==> config.mk <==
export PLATFORM = sky130hd
export DESIGN_NAME = nvme_io_cmd_issue
export DESIGN_NICKNAME = d
export VERILOG_FILES = /design/src/rtl/nvme_io_cmd_issue.sv
export SDC_FILE = /design/constraint.sdc
export NUM_CORES = 1
export LEC_CHECK = 0
export BUFFER_PORTS_ARGS = -buffer_cell sky130_fd_sc_hd__clkbuf_2
export CAP_MARGIN = 25
export CORE_UTILIZATION = 57
export CTS_CLUSTER_DIAMETER = 40
export DETAILED_ROUTE_END_ITERATION = 10
export PLACE_DENSITY = 0.81
export SLEW_MARGIN = 20
export SYNTH_ARGS = -nofsm -noshare
export SYNTH_HDL_FRONTEND = slang
export SYNTH_SLANG_ARGS = --single-unit
==> constraint.sdc <==
create_clock -name axi_aclk -period 6.7 [get_ports axi_aclk]
set_input_delay 0.335 -clock axi_aclk [delete_from_list [all_inputs] [get_ports axi_aclk]]
set_output_delay 0.335 -clock axi_aclk [all_outputs]
set_load 0.02 [all_outputs]
==> src/rtl/nvme_io_cmd_issue.sv <==
// Issues NVMe I/O command ids {req_id, action_id, sq_id} with per-action in-order req_id and credit limit.
// Optional NVME_ISSUE_STATS_EN adds stat_issued/stat_stall counters.
module nvme_io_cmd_issue #(
  parameter int ACTION_ID_BITS = 4,
  parameter int QUEUE_ID_BITS  = 4,
  parameter int REQ_ID_BITS    = 8,
  parameter int TRACK_NUM      = 16
) (
  input  logic                                              axi_aclk,
  input  logic                                              axi_areset,
  input  logic                                              track_init,
  input  logic                                              req_valid,
  output logic                                              req_ready,
  input  logic [ACTION_ID_BITS-1:0]                         req_action_id,
  input  logic [QUEUE_ID_BITS-1:0]                          req_sq_id,
  input  logic                                              req_admin,
  output logic                                              cmd_valid,
  input  logic                                              cmd_ready,
  output logic [REQ_ID_BITS+ACTION_ID_BITS+QUEUE_ID_BITS-1:0] cmd_id,
  input  logic                                              cpl_valid,
  input  logic [ACTION_ID_BITS-1:0]                         cpl_action_id,
  output logic [2**ACTION_ID_BITS-1:0]                      busy,
  output logic                                              credit_err,
  input  logic                                              credit_err_clear
`ifdef NVME_ISSUE_STATS_EN
  ,
  output logic [31:0]                                       stat_issued,
  output logic [31:0]                                       stat_stall
`endif
);

  localparam int NUM_ACT  = 2**ACTION_ID_BITS;
  localparam int CNT_BITS = $clog2(TRACK_NUM+1);
  localparam logic [CNT_BITS-1:0]    TRACK_MAX = CNT_BITS'(TRACK_NUM);
  localparam logic [REQ_ID_BITS-1:0] REQ_LAST  = REQ_ID_BITS'(TRACK_NUM-1);

  typedef enum logic [1:0] {IDLE, CHECK, WAIT_CREDIT, ISSUE} state_t;

  state_t                    state_q, state_d;
  logic [ACTION_ID_BITS-1:0] aid_q;
  logic [QUEUE_ID_BITS-1:0]  sq_q;
  logic                      adm_q;
  logic [REQ_ID_BITS-1:0]    next_req [NUM_ACT];
  logic [CNT_BITS-1:0]       outst    [NUM_ACT];
  logic                      issue_go;
  logic                      cpl_hit;
  logic                      cpl_zero;
  logic [REQ_ID_BITS-1:0]    req_id_sel;
  logic [NUM_ACT-1:0]        inc_vec;
  logic [NUM_ACT-1:0]        dec_vec;

  always_comb begin
    state_d   = state_q;
    issue_go  = 1'b0;
    req_ready = 1'b0;
    case (state_q)
      IDLE: begin
        req_ready = track_init;
        if (req_valid && track_init) state_d = CHECK;
      end
      CHECK: begin
        if (adm_q || (outst[aid_q] < TRACK_MAX)) begin
          state_d  = ISSUE;
          issue_go = 1'b1;
        end else begin
          state_d = WAIT_CREDIT;
        end
      end
      WAIT_CREDIT: begin
        if (outst[aid_q] < TRACK_MAX) begin
          state_d  = ISSUE;
          issue_go = 1'b1;
        end
      end
      ISSUE: begin
        if (cmd_ready) state_d = IDLE;
      end
      default: state_d = IDLE;
    endcase
  end

  // A credit return against an empty counter is flagged and otherwise ignored.
  always_comb begin
    cpl_zero   = cpl_valid && (outst[cpl_action_id] == '0);
    cpl_hit    = cpl_valid && (outst[cpl_action_id] != '0);
    req_id_sel = adm_q ? '0 : next_req[aid_q];
    inc_vec    = '0;
    dec_vec    = '0;
    busy       = '0;
    for (int i = 0; i < NUM_ACT; i++) begin
      inc_vec[i] = issue_go && !adm_q && (aid_q == ACTION_ID_BITS'(i));
      dec_vec[i] = cpl_hit && (cpl_action_id == ACTION_ID_BITS'(i));
      busy[i]    = (outst[i] != '0);
    end
  end

  always_ff @(posedge axi_aclk or posedge axi_areset) begin
    if (axi_areset) begin
      state_q   <= IDLE;
      aid_q     <= '0;
      sq_q      <= '0;
      adm_q     <= 1'b0;
      cmd_valid <= 1'b0;
      cmd_id    <= '0;
    end else begin
      state_q <= state_d;
      if (state_q == IDLE && req_valid && track_init) begin
        aid_q <= req_action_id;
        sq_q  <= req_sq_id;
        adm_q <= req_admin;
      end
      if (issue_go) begin
        cmd_valid <= 1'b1;
        cmd_id    <= {req_id_sel, aid_q, sq_q};
      end else if (cmd_valid && cmd_ready) begin
        cmd_valid <= 1'b0;
      end
    end
  end

  always_ff @(posedge axi_aclk or posedge axi_areset) begin
    if (axi_areset) begin
      for (int i = 0; i < NUM_ACT; i++) begin
        next_req[i] <= '0;
        outst[i]    <= '0;
      end
    end else begin
      for (int i = 0; i < NUM_ACT; i++) begin
        if (inc_vec[i]) next_req[i] <= (next_req[i] == REQ_LAST) ? '0 : next_req[i] + 1'b1;
        if (inc_vec[i] && !dec_vec[i]) outst[i] <= outst[i] + 1'b1;
        else if (dec_vec[i] && !inc_vec[i]) outst[i] <= outst[i] - 1'b1;
      end
    end
  end

  always_ff @(posedge axi_aclk or posedge axi_areset) begin
    if (axi_areset) credit_err <= 1'b0;
    else if (cpl_zero) credit_err <= 1'b1;
    else if (credit_err_clear) credit_err <= 1'b0;
  end

`ifdef NVME_ISSUE_STATS_EN
  always_ff @(posedge axi_aclk or posedge axi_areset) begin
    if (axi_areset) begin
      stat_issued <= '0;
      stat_stall  <= '0;
    end else begin
      if (cmd_valid && cmd_ready) stat_issued <= stat_issued + 32'd1;
      if (state_q == WAIT_CREDIT) stat_stall <= stat_stall + 32'd1;
    end
  end
`endif

endmodule
==> flow_summary.json <==
{
  "wl_per_cell_um": 18.54,
  "critPathMaxStageDelay_ps": 840,
  "post_route_cells_drive_above_1_share_pct": 16.10,
  "path_cells": "inv_1, ha_1, nand2b_1, nor4_2, nand2_1, inv_1, ha_1, inv_1, fa_1, a21o_1, a21oi_1, xnor2_1, nor2_1, xor2_1",
  "cap_viol_max_count": 0,
  "clk_pin_slew_worst_paths_ps": 50,
  "r2r-end": "outst[79]",
  "power_uw": 6680,
  "avgSynthCellArea_sq_um": 10.65,
  "die_w_um": 158.8,
  "critPathRequiredTime_ps": 7070,
  "die-area_sq_um": 25230,
  "critPathMostFrequentCell": "inv_1",
  "cp_num_cells": 14,
  "n_antenna_cell": 0,
  "cts_buffer_depth": 3,
  "syn_inst": 1317,
  "drc": 0,
  "worst_slew_pin_slew_ps": 1020,
  "grt_max_degree": 135,
  "ys.flop_type": "dfrtp_1",
  "dp_hpwl_mm": 22.54,
  "root_buffer": "clkbuf_16",
  "initial_utilization_pct": 57.83,
  "ctsResizeCount": 0,
  "numCtsBuffers": 35,
  "synth-seq-cells": 237,
  "drt_iter0_drc": 780,
  "grt_usage_pct": 26.41,
  "outcome": "finished, final reports clean",
  "area_growth_pct": 13.13,
  "cts_sinks": 237,
  "ios": 55,
  "skew_ps": 16.17,
  "io_buffers": 54,
  "critPathKind": "flip-flop to flip-flop",
  "tns_ps": 0,
  "async_reset_ff_share_pct": 100.0,
  "relSlewSlack_pct": 31.80,
  "power.density_nw_per_um2": 421.1,
  "ir_drop_uv": 267.7,
  "grt.overflow.total": 0,
  "hold_viol_final": 0,
  "leakage_uw": 0.007354,
  "dieHeight_um": 158.8,
  "fmax_ghz": 0.2278,
  "rows": 57,
  "start_kind": "flip-flop",
  "crit_fanout": 10,
  "grt_pass1_wl_mm": 53.61,
  "synth.net_count": 1439,
  "coreArea_sq_um": 24250,
  "ys_seq_area_share_pct": 42.29,
  "antenna_found_initial": 0,
  "fin_crit_ps": 4389,
  "critPathBufInv": 3,
  "rr_worst_depth": 14,
  "finalSetupViolations": 0,
  "nNetsFinal": 1501,
  "place.gp.congestion": 0.9083,
  "hold_path.class": "primary input to asynchronous set/reset pin",
  "cp-end-kind": "flip-flop",
  "cpMaxStageDelayCell": "nor4_2",
  "arrival_ps": 4760,
  "ant_nets": 0,
  "drv_slew": 0,
  "crit_family": "simple AND/OR/NAND/NOR gates",
  "r2r-start": "state_q[0]",
  "vias": 10340,
  "vias_per_cell": 5.982,
  "drt_wl_total_mm": 32.03,
  "netlist_area_sq_um": 14020,
  "rrSetupSlack_ps": 2310,
  "postCtsHoldBufs": 0,
  "grt_pass1_vias": 10190,
  "synth_edf_count": 0,
  "tritoncts": "built",
  "post-cts-setup-buffers": 0,
  "period_share_pct": 65.51,
  "worstSkewPairLatency_ps": 510,
  "dr.pass1.iters": 5,
  "yosys_warnings": 0,
  "grt_setup_unrepaired": "false",
  "cts_max_level": 2,
  "synth_cell_types": 56
}
-- synth_stat cells (3+ instances only) --
library cell,number,area share (%)
mux2_2,37,3.0
xor2_1,59,3.7
and2_1,7,0.31
or3_1,29,1.3
and3_1,16,0.71
o21ai_0,68,2.4
fa_1,16,2.3
nor4_1,7,0.31
ha_1,86,7.7
nor2_1,70,1.9
clkbuf_1,24,0.64
mux4_2,53,8.5
a21oi_1,34,1.2
xnor2_1,77,4.8
inv_1,70,1.9
o21a_1,3,0.16
or4_1,12,0.64
mux2_1,12,0.96
nor3_1,44,1.6
o31ai_1,7,0.37
a21o_1,34,1.8
nor2b_1,22,0.98
nand2_1,184,4.9
mux2i_1,18,1.3
dfrtp_1,237,42
nand3_1,36,1.3
nand4_1,16,0.71
buf_2,7,0.25
-- worst max-delay path by stage --
stage	from	endpoint	slack (ps)
global placement	aid_q[0]	outst[59]	2250
finish	state_q[0]	outst[79]	2310
global route	state_q[0]	outst[79]	1960
floorplan	state_q[0]	outst[14]	3230
CTS	aid_q[0]	outst[39]	2060
detailed placement	aid_q[0]	outst[59]	2140
-- worst register-to-register path, delay by kind of cell, from the launching register on --
family	cells	cell delay, ps
adder cells (fa/ha/maj)	3	1070
buffers and inverters	3	540
flip-flops	1	410
AO/OA/AOI/OAI	2	370
XOR/XNOR	2	300
AND/OR/NAND/NOR	4	1570
-- power by group --
part / internal (uW) / total, uW / switching, uW / leakage (uW)
clock network: 1230 / 1900 / 668 / 0.000595
registers: 1810 / 2320 / 508 / 0.00313
logic: 1220 / 2460 / 1240 / 0.00363
-- flip-flops by register name, summed over array words and instances, names as in the netlist --
register / flops
next_req: 128
outst: 80
cmd_id: 16
aid_q: 4
sq_q: 4
state_q: 2
adm_q: 1
cmd_valid: 1
credit_err: 1
-- per-stage QoR --
stage / setup slack [ps] / utilization, % / instance area (sq um) / cells / hold slack [ps]
2_1_floorplan: 3231 / - / 14030 / 1317 / 449.3
3_3_place_gp: 2246 / 60.20 / 14600 / 1664 / 459.5
3_5_place_dp: 2143 / 60.20 / 14600 / 1664 / 476.4
4_1_cts: 2060 / 65.25 / 15820 / 1726 / 44.34
5_1_grt: 1958 / 65.42 / 15860 / 1728 / 49.29
6_report: 2311 / 65.42 / 15860 / 1728 / 39.16
-- cells in the final DEF, fill, tap and decap left out, types with 5 or more instances in the layout --
master and instances:
nand3_1 36, nand4_1 16, and2_1 7, or3_1 29
xnor2_1 77, mux2_1 12, a21oi_1 34, clkinv_2 7
nor4_1 7, fa_1 16, clkbuf_16 37, dfrtp_1 235
o21ai_0 68, clkbuf_2 54, o31ai_1 7, a21o_1 34
nor3_1 44, nor2_1 70, inv_1 69, bufinv_16 5
clkinvlp_4 5, or4_1 12, xor2_1 59, ha_1 86
mux2i_1 18, and3_1 16, mux2_2 37, nand2_1 184
nor2b_1 22, mux4_2 53
-- kinds of logic after synthesis --
logic type	after synthesis	share of synthesized area, %
compound gates	157	6.844
xor+xnor	136	8.495
fa+ha+maj	102	9.958
buf+inv	106	3.007
flops	237	42.30
mux	120	13.73
simple gates	459	15.67
-- routing by layer --
| metal | vias up | wire (um) | track usage [%] |
|---|---|---|---|
| li1 | 4754 | - | - |
| met1 | 5124 | 13840 | 36.79 |
| met2 | 387 | 15410 | 42.50 |
| met3 | 72 | 1898 | 3.945 |
| met4 | 0 | 882 | 8.826 |
| met5 | - | 0 | 0 |
-- cell type report --
| type | count | area (sq um) |
|---|---|---|
| clock buffer | 42 | 974.7 |
| clock inverter | 20 | 250.2 |
| fill | 1788 | 8386 |
| inverter | 71 | 270.3 |
| multi-input combinational | 974 | 7676 |
| sequential | 237 | 5933 |
| tap | 324 | 405.4 |
| timing repair buffer | 60 | 352.8 |
(Power assumes the default switching activity.)
